### src/rtl/audio_pkg.sv
// Shared types for the audio sample player: source-select modes, transfer FSM states
// and the default sample width.
package audio_pkg;

    typedef enum logic [1:0] {
        MODE_PASS = 2'd0,
        MODE_ROM  = 2'd1,
        MODE_MIX  = 2'd2,
        MODE_MUTE = 2'd3
    } mode_t;

    typedef enum logic [1:0] {
        ST_IDLE   = 2'd0,
        ST_XFER   = 2'd1,
        ST_SETTLE = 2'd2
    } state_t;

    localparam int DATA_W_DEF = 24;

endpackage

### src/rtl/sample_addr_counter.sv
// Wrapping ROM address counter: counts 0..DEPTH-1 on en and pulses wrap for one
// cycle together with the return to address 0.
module sample_addr_counter #(
    parameter int DEPTH  = 48000,
    parameter int ADDR_W = 16
) (
    input  logic              clk,
    input  logic              reset_n,
    input  logic              en,
    output logic [ADDR_W-1:0] addr,
    output logic              wrap
);

    localparam logic [ADDR_W-1:0] LAST_ADDR = ADDR_W'(DEPTH - 1);

    // Address register with single-cycle wrap flag
    always_ff @(posedge clk or negedge reset_n) begin
        if (!reset_n) begin
            addr <= {ADDR_W{1'b0}};
            wrap <= 1'b0;
        end else if (en) begin
            if (addr == LAST_ADDR) begin
                addr <= {ADDR_W{1'b0}};
                wrap <= 1'b1;
            end else begin
                addr <= addr + ADDR_W'(1);
                wrap <= 1'b0;
            end
        end else begin
            wrap <= 1'b0;
        end
    end

endmodule

### src/rtl/audio_sample_player.sv
// Per-slot audio source (passthrough / ROM / mix / mute) between codec FIFOs and DAC.
// Optional VOLUME_EN macro adds a vol[2:0] port for arithmetic right-shift attenuation.
module audio_sample_player
    import audio_pkg::*;
#(
    parameter int DATA_W = DATA_W_DEF,
    parameter int ADDR_W = 16,
    parameter int DEPTH  = 48000
) (
    input  logic              clk,
    input  logic              reset_n,
    input  logic [1:0]        mode,
    input  logic              read_ready,
    input  logic              write_ready,
    input  logic [DATA_W-1:0] readdata_left,
    input  logic [DATA_W-1:0] readdata_right,
    input  logic [DATA_W-1:0] rom_data,
`ifdef VOLUME_EN
    input  logic [2:0]        vol,
`endif
    output logic [ADDR_W-1:0] rom_addr,
    output logic              read,
    output logic              write,
    output logic [DATA_W-1:0] writedata_left,
    output logic [DATA_W-1:0] writedata_right,
    output logic              loop_done
);

    state_t            state_r;
    state_t            state_nxt_s;
    mode_t             mode_s;
    logic              capture_s;
    logic              adv_s;
    logic [2:0]        vol_s;
    logic [DATA_W-1:0] src_l_s;
    logic [DATA_W-1:0] src_r_s;
    logic [DATA_W-1:0] out_l_s;
    logic [DATA_W-1:0] out_r_s;

    // Average of two samples in DATA_W+1 bits, so the sum can never overflow
    function automatic logic [DATA_W-1:0] mix_half(input logic [DATA_W-1:0] a,
                                                   input logic [DATA_W-1:0] b);
        logic [DATA_W:0] sum;
        sum = {a[DATA_W-1], a} + {b[DATA_W-1], b};
        return sum[DATA_W:1];
    endfunction

    assign mode_s = mode_t'(mode);

`ifdef VOLUME_EN
    assign vol_s = vol;
`else
    assign vol_s = 3'd0;
`endif

    // State register
    always_ff @(posedge clk or negedge reset_n) begin
        if (!reset_n) begin
            state_r <= ST_IDLE;
        end else begin
            state_r <= state_nxt_s;
        end
    end

    // Next-state logic; a capture happens only from IDLE with both FIFOs ready
    always_comb begin
        state_nxt_s = state_r;
        capture_s   = 1'b0;
        case (state_r)
            ST_IDLE: begin
                if (read_ready && write_ready) begin
                    capture_s   = 1'b1;
                    state_nxt_s = ST_XFER;
                end else begin
                    state_nxt_s = ST_IDLE;
                end
            end
            ST_XFER:   state_nxt_s = ST_SETTLE;
            ST_SETTLE: state_nxt_s = ST_IDLE;
            default:   state_nxt_s = ST_IDLE;
        endcase
    end

    // The address steps on the capture edge, so the new ROM word lands during SETTLE
    assign adv_s = capture_s && ((mode_s == MODE_ROM) || (mode_s == MODE_MIX));

    sample_addr_counter #(
        .DEPTH  (DEPTH),
        .ADDR_W (ADDR_W)
    ) u_addr_counter (
        .clk     (clk),
        .reset_n (reset_n),
        .en      (adv_s),
        .addr    (rom_addr),
        .wrap    (loop_done)
    );

    // Source select followed by volume shift
    always_comb begin
        src_l_s = {DATA_W{1'b0}};
        src_r_s = {DATA_W{1'b0}};
        case (mode_s)
            MODE_PASS: begin
                src_l_s = readdata_left;
                src_r_s = readdata_right;
            end
            MODE_ROM: begin
                src_l_s = rom_data;
                src_r_s = rom_data;
            end
            MODE_MIX: begin
                src_l_s = mix_half(readdata_left, rom_data);
                src_r_s = mix_half(readdata_right, rom_data);
            end
            MODE_MUTE: begin
                src_l_s = {DATA_W{1'b0}};
                src_r_s = {DATA_W{1'b0}};
            end
            default: begin
                src_l_s = {DATA_W{1'b0}};
                src_r_s = {DATA_W{1'b0}};
            end
        endcase
        out_l_s = DATA_W'($signed(src_l_s) >>> vol_s);
        out_r_s = DATA_W'($signed(src_r_s) >>> vol_s);
    end

    // Handshake pulses and sample outputs, updated only on a capture
    always_ff @(posedge clk or negedge reset_n) begin
        if (!reset_n) begin
            read            <= 1'b0;
            write           <= 1'b0;
            writedata_left  <= {DATA_W{1'b0}};
            writedata_right <= {DATA_W{1'b0}};
        end else begin
            read  <= capture_s;
            write <= capture_s;
            if (capture_s) begin
                writedata_left  <= out_l_s;
                writedata_right <= out_r_s;
            end else begin
                writedata_left  <= writedata_left;
                writedata_right <= writedata_right;
            end
        end
    end

endmodule
### config.mk
export PLATFORM = sky130hd
export DESIGN_NAME = audio_sample_player
export DESIGN_NICKNAME = d
export VERILOG_FILES = /design/src/rtl/audio_pkg.sv /design/src/rtl/sample_addr_counter.sv /design/src/rtl/audio_sample_player.sv
export SDC_FILE = /design/constraint.sdc
export NUM_CORES = 1
export LEC_CHECK = 0
export ABC_AREA = 0
export BUFFER_PORTS_ARGS = -buffer_cell sky130_fd_sc_hd__buf_2
export CAP_MARGIN = 20
export CORE_UTILIZATION = 31
export DETAILED_ROUTE_END_ITERATION = 12
export PLACE_DENSITY = 0.57
export SLEW_MARGIN = 0
export SYNTH_ARGS = -nofsm -noshare
export SYNTH_HDL_FRONTEND = slang
export SYNTH_SLANG_ARGS = --single-unit
### constraint.sdc
create_clock -name clk -period 2.6 [get_ports clk]
set_clock_uncertainty 0.15 [all_clocks]
set_input_delay 0.39 -clock clk [delete_from_list [all_inputs] [get_ports clk]]
set_output_delay 0.39 -clock clk [all_outputs]
set_load 0.01 [all_outputs]
==> metrics.txt <==
Synth Area in Simple Gates=0.1778; WHS Path Cells=3; clk root buf=clkbuf_16; count of unique library cells instantiated by Yosys=65; Setup crit end kind=flip-flop; nets=1079; largest family of logic cells by synthesized area=compound AO/OA/AOI/OAI gates; drt wl/cell=17.34 um; syn avg cell area=8.036 sq um; power per cell area=543.4 mW/mm^2; CP Buf/Inv Count=1; Max Cap Viol=0; vias=6550; Multi-input gate area=between 0.004 and 0.005 sq mm; RSZ-0062 raised after global routing=no; register area=0.001677 sq mm; GR Util met3=0.03431; flop2flop setup slack=320 ps; CTS Buf Count=9; final setup fails=0; R2R Path End=writedata_right[23]; gr usage total=0.2164; Finished Layout Cells=around 1200; Placed Instances=1197; leakage=3.602 nW; # port buffers=144; Slew @ Worst Pin=between 600 and 700 ps; total power=4.271 mW; Area growth syn-to-layout=31.12%; CP Launch Type=input port; Hold Path Class=in2reg; Initial Utilization=0.3183; die width=between 100 and 150 um; Vias/cell=5.391; sequential share of the synthesized area=0.2797; clk slew on worst S/H paths=60 ps; Clock Latency Late Sink=340 ps; top cell type's share of synthesized area=0.2797; remaining antenna violation count=0; CTS resizes=0; Syn Nets=876; final setup margin=between 150 and 200 ps; hold endpoint=writedata_left[2]; Synth area leaders=dfrtp_1, ha_1, o21ai_0; core area=0.01883 sq mm; slowest stage cell, crit path=a2111oi_0; Async SR Flop Fraction=1.000; Setup Buffers After CTS=0; DR pass1 iterations=4; Synth area leader=dfrtp_1; crit path DAT=~2500 ps; IO Count=145; Place WS=-145.5 ps; clock sinks=67; CP cell instances=buf_2 > ha_1 > a21oi_1 > o21bai_1 > a21oi_1 > nor2_1 > a2111oi_0 > o31ai_1 > o311ai_1; busiest grt layer=met2; reg2reg path depth=8; fillers=1963; drt total wl=21070 um; CTS tree=yes; post-synthesis mux area share=0.006679; Final Hold Viols=0; adder-cell share of the synthesized area=0.1110; die height=141.1 um; largest net degree at the start of global routing=38; VDD IR max=271.5 uV; first-pass GRT wire length=33450 um; Yosys Warn Count=0; met2 Usage GRT=0.3679; Longest Clk Path Bufs=2; FF+latch count, synth=67; EDFF count, synth=0; CP required=2690 ps; H-Tree Depth=3; crit path time final=2440 ps; Max Transition Viols Final=0; hold slack=201.3 ps; grt total ovfl=0; Initial DRC Count=405; Tcrit/Tclk final=0.9385; grt met1 use=0.2856; Top FF cell, synth=dfrtp_1; CP dominant cell by count=a21oi_1; hold_sp=readdata_left[2]; hold buffer count at CTS=1; GP Congestion=approximately 0.9; Cell Area, Synth=0.005994 sq mm; Synth Area in Compound Gates=0.3158; die footprint=0.01990 sq mm; post-synthesis cell count=746; antenna violations before repair=1; Setup Crit Path Kind=in2reg; number of global-route vias before repair=about 6400; max incr delay on CP=570 ps; Post-route DRC=0; Worst Path Max Fanout=5; layout cells sized above 1=0.2778; post-DP HPWL=approximately 16000 um; Post-synth top cells=nor2_1, o21ai_0, a21oi_1; top-count cell post-synth=nor2_1; status=finished clean; Post-Synth XOR/XNOR Area=0.06867; achievable frequency=409.8 MHz; Worst R2R Start=state_r[0]; Worst path top cell family by delay=compound AO/OA/AOI/OAI gates; Worst slew margin=0.5509; FP Rows=50
[worst reg2reg max path, cell delays in order (launching register included)]
cell and delay, ps:
dfrtp_1 400, nor2_1 120, nand3_2 160, nor2_2 110, buf_4 190, o21ai_0 140
a2111oi_0 520, o31ai_1 240, o311ai_1 140
[layer usage]
| metal | wire length (um) | share of wire | up-vias |
|---|---|---|---|
| li1 | - | - | 3198 |
| met1 | 9797 | 0.46 | 3125 |
| met2 | 9883 | 0.47 | 208 |
| met3 | 1139 | 0.054 | 19 |
| met4 | 252 | 0.012 | 0 |
| met5 | 0 | 0 | - |
[cell type report]
class,instances,share of cell area
clock inverters,7,0.009869
multi-input cells,617,0.5196
repair buffers,226,0.1735
flip-flops and latches,67,0.2133
diodes,1,0.0003184
well taps,260,0.04139
inverters,28,0.01337
clock buffers,9,0.02865
[worst max path at each step]
stage                                start                   to  slack (ps)  cells after the start
after detailed placement      rom_data[17]  writedata_right[23]        -150                      9
after global routing          rom_data[17]  writedata_right[23]         100                      9
after global placement        rom_data[17]  writedata_right[23]        -260                      9
after CTS                     rom_data[17]  writedata_right[23]         180                      9
final                         rom_data[17]  writedata_right[23]         160                      9
after floorplan           readdata_left[1]   writedata_left[21]         210                      9
[logic make-up after synthesis]
group                    after synthesis
AO/OA/AOI/OAI                        287
AND/OR/NAND/NOR                      227
flip-flops                            67
buffers and inverters                 62
adder cells (fa/ha/maj)               52
XOR/XNOR                              47
multiplexers                           4
[registers in the layout, indices dropped and copies added (netlist names)]
signal and flops:
writedata_right 24, writedata_left 24, u_addr_counter.wrap 1, u_addr_counter.addr 16, state_r 2
[through the flow]
stage,instance area (sq um),util,setup TNS [ps]
2_1_floorplan,5995,-,0
3_3_place_gp,7545,0.4007,-572.0
3_5_place_dp,7545,0.4007,-547.3
4_1_cts,7858,0.4173,0
5_1_grt,7860,0.4174,0
6_report,7860,0.4174,0
[cells in the final DEF, fill, tap and decap left out, types with 5 or more instances in the layout]
master       n
xnor2_1     23
o22ai_1     17
o21ai_0     73
clkbuf_16    9
nor3_1       9
a221o_1      9
o21bai_1    14
nor2_1      74
or3_1        7
o21ai_1      9
and3_1       5
inv_1       26
a21o_1       7
o211ai_1    10
buf_4       79
nand2_1     65
xor2_1      24
ha_1        50
nor2b_1      5
o31ai_1     13
a221oi_1    28
a21oi_1     71
nand3_1     21
dfrtp_1     67
nand4_1     10
buf_2      144
[power by group]
| group | switching [mW] | internal, mW | total [mW] |
|---|---|---|---|
| Clock | 0.528 | 0.749 | 1.28 |
| Sequential | 0.137 | 1.24 | 1.38 |
| Combinational | 0.903 | 0.714 | 1.62 |
Note: power is estimated with default switching activity, not from simulation.
